==> config.mk <==
export PLATFORM = sky130hd
export DESIGN_NAME = nn_param_loader_flat
export DESIGN_NICKNAME = d
export VERILOG_FILES = /design/src/rtl/nn_param_loader_pkg.sv /design/src/rtl/nn_param_loader_if.sv /design/src/rtl/nn_param_loader.sv /design/src/flat_wrapper.sv
export SDC_FILE = /design/constraint.sdc
export NUM_CORES = 1
export LEC_CHECK = 0
export CAP_MARGIN = 20
export CELL_PAD_IN_SITES_DETAIL_PLACEMENT = 1
export CELL_PAD_IN_SITES_GLOBAL_PLACEMENT = 1
export CORE_MARGIN = 4
export CORE_UTILIZATION = 36
export CTS_CLUSTER_SIZE = 25
export DETAILED_ROUTE_END_ITERATION = 7
export PLACE_DENSITY = 0.83
export SETUP_SLACK_MARGIN = 0.4
export SYNTH_ARGS = -nofsm -noshare
export SYNTH_HDL_FRONTEND = slang
export SYNTH_SLANG_ARGS = --single-unit
==> constraint.sdc <==
create_clock -name clk -period 6 [get_ports clk]
set_clock_uncertainty 0.2 [all_clocks]
set_input_delay 1.2 -clock clk [delete_from_list [all_inputs] [get_ports clk]]
set_output_delay 1.2 -clock clk [all_outputs]
set_load 0.03 [all_outputs]
==> src/rtl/nn_param_loader_pkg.sv <==
// nn_param_loader_pkg
// Shared definitions for the neuron parameter loader:
//   - bit positions of the header word fields
//   - payload kind encodings (weight / bias)
//   - loader state encodings
//   - a helper that splits a raw 32-bit word into header fields
package nn_param_loader_pkg;

  // Header word layout: [31] kind, [30:24] layer, [23:16] neuron, [15:0] count
  localparam int KIND_BIT   = 31;
  localparam int LAYER_MSB  = 30;
  localparam int LAYER_LSB  = 24;
  localparam int NEURON_MSB = 23;
  localparam int NEURON_LSB = 16;
  localparam int COUNT_MSB  = 15;
  localparam int COUNT_LSB  = 0;

  typedef enum logic {
    KIND_WEIGHT = 1'b0,
    KIND_BIAS   = 1'b1
  } kind_t;

  typedef enum logic [1:0] {
    HDR     = 2'd0,
    PAYLOAD = 2'd1,
    DROP    = 2'd2
  } state_t;

  typedef struct packed {
    kind_t       kind;
    logic [6:0]  layer;
    logic [7:0]  neuron;
    logic [15:0] count;
  } header_t;

  function automatic header_t decode_header(input logic [31:0] word);
    header_t h;
    h.kind   = kind_t'(word[KIND_BIT]);
    h.layer  = word[LAYER_MSB:LAYER_LSB];
    h.neuron = word[NEURON_MSB:NEURON_LSB];
    h.count  = word[COUNT_MSB:COUNT_LSB];
    return h;
  endfunction

endpackage

==> src/rtl/nn_param_loader_if.sv <==
// nn_param_loader_if
// Host word stream plus the shared neuron configuration bus.
//   s_data/s_valid/s_ready        : host -> loader word stream
//   weightValid/weightValue       : weight strobe and word to the neurons
//   biasValid/biasValue           : bias strobe and word to the neurons
//   config_layer_num/neuron_num   : target neuron for the current strobes
// Modports:
//   master : host/observer side (drives the stream, watches the bus)
//   slave  : the loader (consumes the stream, drives the bus)
interface nn_param_loader_if;

  logic [31:0] s_data;
  logic        s_valid;
  logic        s_ready;
  logic        weightValid;
  logic [31:0] weightValue;
  logic        biasValid;
  logic [31:0] biasValue;
  logic [31:0] config_layer_num;
  logic [31:0] config_neuron_num;

  modport master (
    output s_data, s_valid,
    input  s_ready, weightValid, weightValue, biasValid, biasValue,
           config_layer_num, config_neuron_num
  );

  modport slave (
    input  s_data, s_valid,
    output s_ready, weightValid, weightValue, biasValid, biasValue,
           config_layer_num, config_neuron_num
  );

endinterface

==> src/rtl/nn_param_loader.sv <==
// nn_param_loader
// Parses a header-plus-payload host word stream and drives the shared neuron
// configuration bus. Each payload word becomes a one-cycle weight or bias
// strobe tagged with the target layer/neuron from its header.
// Ports:
//   clk, rst     : clock, synchronous active-high reset
//   bus (slave)  : host stream in, neuron configuration bus out
//   busy         : a packet is in progress
//   error        : sticky flag, a header with an out-of-range target was seen
//   words_loaded : number of payload words emitted as strobes (wraps)
module nn_param_loader
  import nn_param_loader_pkg::*;
#(
  parameter int numLayers  = 4,
  parameter int maxNeurons = 30
) (
  input  logic               clk,
  input  logic               rst,
  nn_param_loader_if.slave   bus,
  output logic               busy,
  output logic               error,
  output logic [31:0]        words_loaded
);

  localparam logic [31:0] LAYER_LIMIT  = 32'(numLayers);
  localparam logic [31:0] NEURON_LIMIT = 32'(maxNeurons);

  state_t      state;
  logic [15:0] remaining;
  kind_t       kind;
  logic [6:0]  stage_layer;
  logic [7:0]  stage_neuron;
  logic        stage_apply;

  logic    accept;
  header_t hdr;
  logic    bad_target;

  assign accept     = bus.s_valid & bus.s_ready;
  assign hdr        = decode_header(bus.s_data);
  assign bad_target = ({25'd0, hdr.layer} >= LAYER_LIMIT) ||
                      ({24'd0, hdr.neuron} >= NEURON_LIMIT);

  // Header fields are staged for one cycle before reaching config_*. The
  // first payload strobe of a packet can never appear earlier than that, so
  // config_* and strobes change on the same edge and the last strobe of a
  // packet is never relabelled by the next packet's header.
  always_ff @(posedge clk) begin
    if (rst) begin
      state                 <= HDR;
      remaining             <= '0;
      kind                  <= KIND_WEIGHT;
      stage_layer           <= '0;
      stage_neuron          <= '0;
      stage_apply           <= 1'b0;
      bus.s_ready           <= 1'b0;
      bus.weightValid       <= 1'b0;
      bus.weightValue       <= '0;
      bus.biasValid         <= 1'b0;
      bus.biasValue         <= '0;
      bus.config_layer_num  <= '0;
      bus.config_neuron_num <= '0;
      busy                  <= 1'b0;
      error                 <= 1'b0;
      words_loaded          <= '0;
    end else begin
      bus.s_ready     <= 1'b1;
      bus.weightValid <= 1'b0;
      bus.biasValid   <= 1'b0;
      stage_apply     <= 1'b0;

      if (stage_apply) begin
        bus.config_layer_num  <= {25'd0, stage_layer};
        bus.config_neuron_num <= {24'd0, stage_neuron};
      end

      case (state)
        HDR: begin
          // A zero-count header is a no-op and leaves config_* untouched.
          if (accept && (hdr.count != 16'd0)) begin
            remaining <= hdr.count;
            busy      <= 1'b1;
            if (bad_target) begin
              error <= 1'b1;
              state <= DROP;
            end else begin
              kind         <= hdr.kind;
              stage_layer  <= hdr.layer;
              stage_neuron <= hdr.neuron;
              stage_apply  <= 1'b1;
              state        <= PAYLOAD;
            end
          end
        end

        PAYLOAD: begin
          if (accept) begin
            if (kind == KIND_BIAS) begin
              bus.biasValid <= 1'b1;
              bus.biasValue <= bus.s_data;
            end else begin
              bus.weightValid <= 1'b1;
              bus.weightValue <= bus.s_data;
            end
            words_loaded <= words_loaded + 32'd1;
            remaining    <= remaining - 16'd1;
            if (remaining == 16'd1) begin
              state <= HDR;
              busy  <= 1'b0;
            end
          end
        end

        DROP: begin
          if (accept) begin
            remaining <= remaining - 16'd1;
            if (remaining == 16'd1) begin
              state <= HDR;
              busy  <= 1'b0;
            end
          end
        end

        default: begin
          state <= HDR;
          busy  <= 1'b0;
        end
      endcase
    end
  end

endmodule

==> src/flat_wrapper.sv <==
// flat-port wrapper written by rule: the top's interface ports become plain ports
module nn_param_loader_flat import nn_param_loader_pkg::*;
#(
  parameter int numLayers  = 4,
  parameter int maxNeurons = 30
)
  (clk, rst, busy, error, words_loaded, bus_s_data, bus_s_valid, bus_s_ready, bus_weightValid, bus_weightValue, bus_biasValid, bus_biasValue, bus_config_layer_num, bus_config_neuron_num);
  nn_param_loader_if bus_i ();
  input  logic clk;
  input  logic rst;
  output logic busy;
  output logic error;
  output logic [31:0] words_loaded;
  input wire logic [$bits(bus_i.s_data)-1:0] bus_s_data;
  input wire logic [$bits(bus_i.s_valid)-1:0] bus_s_valid;
  output wire logic [$bits(bus_i.s_ready)-1:0] bus_s_ready;
  output wire logic [$bits(bus_i.weightValid)-1:0] bus_weightValid;
  output wire logic [$bits(bus_i.weightValue)-1:0] bus_weightValue;
  output wire logic [$bits(bus_i.biasValid)-1:0] bus_biasValid;
  output wire logic [$bits(bus_i.biasValue)-1:0] bus_biasValue;
  output wire logic [$bits(bus_i.config_layer_num)-1:0] bus_config_layer_num;
  output wire logic [$bits(bus_i.config_neuron_num)-1:0] bus_config_neuron_num;
  assign bus_i.s_data = bus_s_data;
  assign bus_i.s_valid = bus_s_valid;
  assign bus_s_ready = bus_i.s_ready;
  assign bus_weightValid = bus_i.weightValid;
  assign bus_weightValue = bus_i.weightValue;
  assign bus_biasValid = bus_i.biasValid;
  assign bus_biasValue = bus_i.biasValue;
  assign bus_config_layer_num = bus_i.config_layer_num;
  assign bus_config_neuron_num = bus_i.config_neuron_num;
  nn_param_loader #(.numLayers(numLayers), .maxNeurons(maxNeurons)) u_core (.clk(clk), .rst(rst), .bus(bus_i), .busy(busy), .error(error), .words_loaded(words_loaded));
endmodule
==> impl_metrics.json, run 1 <==
{
  "outcome": "finished, final reports clean",
  "antenna_found_initial": 0,
  "ir_drop_v": 0.000188,
  "drt-met1-wl_um": 8870,
  "holdBufCountCts": 0,
  "wl_met3_um": 1010,
  "end_kind": "flop",
  "cts_tree": "yes",
  "fin_crit_sh": 0.577,
  "fin_crit_ps": 3460,
  "drc": 0,
  "ys_seq_area_frac": 0.471,
  "rows": 48,
  "clk_latency_ps": 410,
  "synth_warnings": 0,
  "avgViaCountPerCell": 5.00,
  "synth_top_area_share": 0.471,
  "path_class": "input pin to flop",
  "die_area_um2": 20000,
  "synth_top_family_by_area": "simple AND/OR/NAND/NOR gates",
  "gr-total-overflow": 0,
  "hpwl_um": 13500,
  "synth_edf_count": 0,
  "yosys_register_bits": 151,
  "grt_max_degree": 102,
  "synth_cell_types": 51,
  "io_pins": 200,
  "ys_async_sr_fraction": 0,
  "worst_slack_ps": 2540,
  "postCtsSetupBuffers": 0,
  "dr.pass1.iters": 4,
  "synth-xor-area-share": 0.0437,
  "maxSlewViolCount": 0,
  "grtUsageTotal": 0.195,
  "core_um2": 17400,
  "synth_top_cells_by_count": "nand2_1 (155), dfxtp_1 (151), a21oi_1 (91)",
  "die_h_um": 141,
  "synth_ff_type": "dfxtp_1",
  "critPathArrivalTime_ps": 3570,
  "port_buffers": 150,
  "gp_congestion": 0.813,
  "slew_headroom": 0.271,
  "netlist_top_cells_area": "dfxtp_1 (47%), nand2_1 (9.1%), a21oi_1 (7.1%), buf_4 (5.7%), nor2_1 (4.2%)",
  "drtIter0Drc": 335,
  "min_path_type": "flop to flop",
  "yosys.area_share.adder": 0.0117,
  "cts.clk_slew.worst_paths_ps": 60,
  "routed.top_layer": "met4",
  "required_ps": 6110,
  "ant_nets": 0,
  "synth_compound_area_frac": 0.110,
  "hold_viol": 0,
  "r2r_slack_ps": 3260,
  "tns_ps": 0,
  "rsz0062_at_grt": "no",
  "dr_total_vias": 5675,
  "wirelength_um": 19600,
  "power.leakage_uw": 0.00312,
  "cts-root-buf": "clkbuf_16",
  "nets": 939,
  "setup_violations": 0,
  "p_per_area_nw_per_um2": 274,
  "synthesis.area_um2": 6410,
  "muxShareOfSynthArea": 0.0410,
  "avgSynthCellArea_um2": 8.40,
  "fp.dieW_um": 141,
  "wl_met2_um": 9340,
  "startpoint_type": "input pin",
  "pre_cts_ws_ps": 2110,
  "tightest_slew_ps": 1090,
  "yosysMostFrequentCell": "nand2_1",
  "grt_pass1_wl_um": 31300,
  "max_freq_mhz": 289,
  "cts_made_buffers": 17,
  "clock_sinks": 151,
  "initial_core_util": 0.370,
  "netlist_instances": 764,
  "n_antenna_cell": 0,
  "drive_gt1_frac": 0.0626,
  "routedWlPerCell_um": 17.2,
  "cp_max_fo": 26,
  "htreeDepth": 4,
  "yosys.area.top_type": "dfxtp_1",
  "syn2layout_area_growth_pct": 32.7,
  "cts_resized": 0,
  "synth-simple-area-share": 0.232,
  "drv_cap": 0,
  "first_global_vias": 5762,
  "clockBufferDepth": 2
}
==> worst paths after layout <==
kind | startpoint | cells past startpoint | to
min reg2reg | u_core.bus.weightValue[22] | 2 | u_core.bus.weightValue[22]
max | bus_s_data[11] | 6 | u_core.remaining[0]
min | u_core.bus.weightValue[22] | 2 | u_core.bus.weightValue[22]
max reg2reg | u_core.state[0] | 7 | u_core.state[0]
==> layout by cell type, fill, tap and decap left out, types with 5 or more instances in the layout <==
cell type	instances
mux2i_1	24
nand3_1	14
nand2_1	155
inv_1	10
nor2_1	70
ha_1	6
clkbuf_16	17
conb_1	49
buf_4	9
nand4_1	21
nor3_1	6
dfxtp_1	151
a21oi_1	91
and2_1	5
o21ai_1	7
nor4_1	9
o21ai_0	7
xor2_1	28
clkdlybuf4s50_1	149
o32ai_1	5
and3_1	15
==> worst max-delay path, stage by stage <==
cell and delay (ps):
clkdlybuf4s50_1 470, nor4_1 560, a41oi_2 360, o21bai_4 640
o21ai_0 190, o311a_1 150
==> cells by family after synthesis <==
family	count (synthesis)
muxes	26
DFF	151
buffers and inverters	103
xor gates and xnor gates	32
and+or+nand+nor	321
other	1
AOI/OAI and AO/OA	124
adders and majority gates	6
==> final cells by class <==
cell class	instances	area, um^2
clock buffer	20	457
multi-input combinational	558	3000
fill	2062	8840
clock inverter	12	150
inverter	12	45.0
sequential	151	3020
tap	225	282
timing repair buffer	158	1560
==> layer usage <==
metal | vias up | GRT usage
li1 | 2742 | -
met1 | 2749 | 0.256
met2 | 161 | 0.323
met3 | 23 | 0.0374
met4 | 0 | 0.0682
met5 | - | 0
==> state kept, by name, summed over array words and instances, names as in the netlist, 2 cells and up <==
name and cells:
u_core.remaining 16, u_core.stage_layer 7, u_core.state 2, u_core.bus.weightValue 32, u_core.bus.biasValue 32, u_core.bus.config_neuron_num 8
u_core.bus.config_layer_num 7, u_core.stage_neuron 8, u_core.words_loaded 32
==> report_power, final <==
part           leakage, uW  total (uW)  switching (uW)  internal (uW)
clock network     0.000292        1090             418            675
registers          0.00122        1030            13.8           1010
logic              0.00161         211             147           64.1
==> metrics by stage <==
stage | power (uW) | util | instance area (um^2) | hold slack [ps] | std cells
after global routing | 2420 | 0.491 | 8510 | 267 | 1136
after CTS | 2350 | 0.491 | 8510 | 256 | 1136
after detailed placement | 1260 | 0.456 | 7910 | 247 | 1104
final | 2330 | 0.491 | 8510 | 253 | 1136
after global placement | 1250 | 0.456 | 7910 | 241 | 1104
after floorplan | 1210 | - | 6600 | 249 | 812
No activity file was read; power rests on OpenSTA's default activity.
==> inputs of run 2 (changes only) <==
--- a/config.mk
+++ b/config.mk
@@ -9,10 +9,10 @@
 export CELL_PAD_IN_SITES_DETAIL_PLACEMENT = 1
 export CELL_PAD_IN_SITES_GLOBAL_PLACEMENT = 1
 export CORE_MARGIN = 4
-export CORE_UTILIZATION = 36
+export CORE_UTILIZATION = 34
 export CTS_CLUSTER_SIZE = 25
 export DETAILED_ROUTE_END_ITERATION = 7
-export PLACE_DENSITY = 0.83
+export PLACE_DENSITY = 0.79
 export SETUP_SLACK_MARGIN = 0.4
 export SYNTH_ARGS = -nofsm -noshare
 export SYNTH_HDL_FRONTEND = slang
==> constraint.sdc (replaced) <==
create_clock -name clk -period 3.2 [get_ports clk]
set_clock_uncertainty 0.2 [all_clocks]
set_input_delay 0.64 -clock clk [delete_from_list [all_inputs] [get_ports clk]]
set_output_delay 0.64 -clock clk [all_outputs]
set_load 0.03 [all_outputs]
==> impl_metrics.json, run 2 (synthesis results as in run 1) <==
{
  "cts.clk_slew.worst_paths_ps": 60,
  "max_stage_delay_ps": 540,
  "gp_congestion": 0.836,
  "p_total_uw": 4470,
  "max_freq_mhz": 384,
  "min_path_type": "flop to flop",
  "startpoint_type": "input pin",
  "swShare": 0.247,
  "final_area_um2": 8680,
  "port_buffers": 150,
  "tightest_slew_ps": 909,
  "rsz0062_at_grt": "no",
  "required_ps": 3320,
  "clock_sinks": 151,
  "clockBufferDepth": 2,
  "n_antenna_cell": 0,
  "rr_worst_depth": 8,
  "fp.dieW_um": 145,
  "dr_total_vias": 5766,
  "die_area_um2": 21100,
  "drtIter0Drc": 280,
  "final_common_cell": "nand2_1",
  "reg_top3": "u_core.bus.biasValue: 32 flops, u_core.bus.weightValue: 32 flops, u_core.words_loaded: 32 flops",
  "hpwl_um": 14200,
  "end_kind": "flop",
  "avgViaCountPerCell": 4.99,
  "holdBufCountCts": 0,
  "die_h_um": 145,
  "cp_common_cell": "buf_4",
  "internal_power_uw": 3360,
  "power.leakage_uw": 0.00321,
  "gr-total-overflow": 0,
  "final_cell_mix": "nand2_1 (155), dfxtp_1 (151), clkdlybuf4s50_1 (149), a21oi_1 (91), nor2_1 (70)",
  "postCtsSetupBuffers": 0,
  "clk_latency_ps": 430,
  "path_class": "input pin to flop",
  "dpl_cell_area_um2": 8060,
  "p_switching_uw": 1110,
  "comb_power_share": 0.093,
  "drv_cap": 0,
  "grt_max_degree": 142,
  "grtUsageTotal": 0.189,
  "htreeDepth": 4,
  "p_seq_frac": 0.431,
  "drc": 0,
  "grt_pass1_wl_um": 32300,
  "p_per_area_nw_per_um2": 515,
  "hold_viol": 0,
  "cts_made_buffers": 17,
  "dr.pass1.iters": 4,
  "utilization": 0.475,
  "cts-root-buf": "clkbuf_16",
  "ir_drop_v": 0.000297,
  "fin_crit_ps": 2600,
  "ant_nets": 0,
  "cts_resized": 0,
  "worstPathCellList": "clkdlybuf4s50_1 -> nor4_1 -> buf_4 -> a41oi_2 -> nand3_2 -> buf_4 -> and3_1",
  "first_global_vias": 5816,
  "rows": 49,
  "wirelength_um": 20300,
  "maxSlewViolCount": 0,
  "antenna_found_initial": 0,
  "core_um2": 18300,
  "crit_slowest_cell": "clkdlybuf4s50_1",
  "cp_max_fo": 12,
  "io_pins": 200,
  "tns_ps": 0,
  "initial_core_util": 0.351,
  "nets": 955,
  "outcome": "finished, final reports clean",
  "syn2layout_area_growth_pct": 35.3,
  "clockPowerShare": 0.476,
  "routedWlPerCell_um": 17.6,
  "cts_tree": "yes",
  "drive_gt1_frac": 0.0777,
  "slew_headroom": 0.393,
  "setup_violations": 0,
  "holdPathStages": 2,
  "fin_crit_sh": 0.813,
  "critPathArrivalTime_ps": 2720
}
## run 2: power groups by stage
stage | sequential, uW | combinational (uW) | clock, uW
floorplan | 1970 | 310 | 0
global placement | 1970 | 408 | 0
detailed placement | 1970 | 411 | 0
CTS | 1930 | 414 | 2170
global route | 1930 | 451 | 2260
finish | 1930 | 416 | 2130
## run 2: final timing paths
kind                            slack [ps]                   endpoint                      start
worst max-delay path                   600      u_core.stage_layer[2]             bus_s_data[11]
worst min-delay path                   250  u_core.bus.weightValue[1]  u_core.bus.weightValue[1]
worst max register to register         720            u_core.state[0]            u_core.state[1]
worst min register to register         250  u_core.bus.weightValue[1]  u_core.bus.weightValue[1]
## run 2: cell type report
class,count,area (um^2)
Tap cell,229,287
Inverter,12,45.0
Clock inverter,12,176
Clock buffer,20,447
Multi-Input combinational cell,558,3000
Sequential cell,151,3020
Timing Repair Buffer,174,1700
Fill cell,2169,9590
## run 2: worst max-delay path: cells and delay by family
kind            cells  cell delay, ps
compound gates      1             440
buf+inv             3             970
simple gates        3             670
## run 2: metrics by stage
| step | hold slack, ps | setup WS (ps) | instances |
|---|---|---|---|
| 2_1_floorplan | 249 | 998 | 812 |
| 3_3_place_gp | 241 | 141 | 1124 |
| 3_5_place_dp | 246 | 132 | 1124 |
| 4_1_cts | 257 | 575 | 1156 |
| 5_1_grt | 269 | 488 | 1156 |
| 6_report | 253 | 597 | 1156 |
## run 2: per-layer routing
| metal | GRT usage | routed length, um | vias to the layer above |
|---|---|---|---|
| met5 | 0 | 0 | - |
| met4 | 0.0717 | 541 | 0 |
| met3 | 0.0445 | 932 | 38 |
| met2 | 0.312 | 9580 | 158 |
| met1 | 0.241 | 9240 | 2799 |
| li1 | - | - | 2771 |
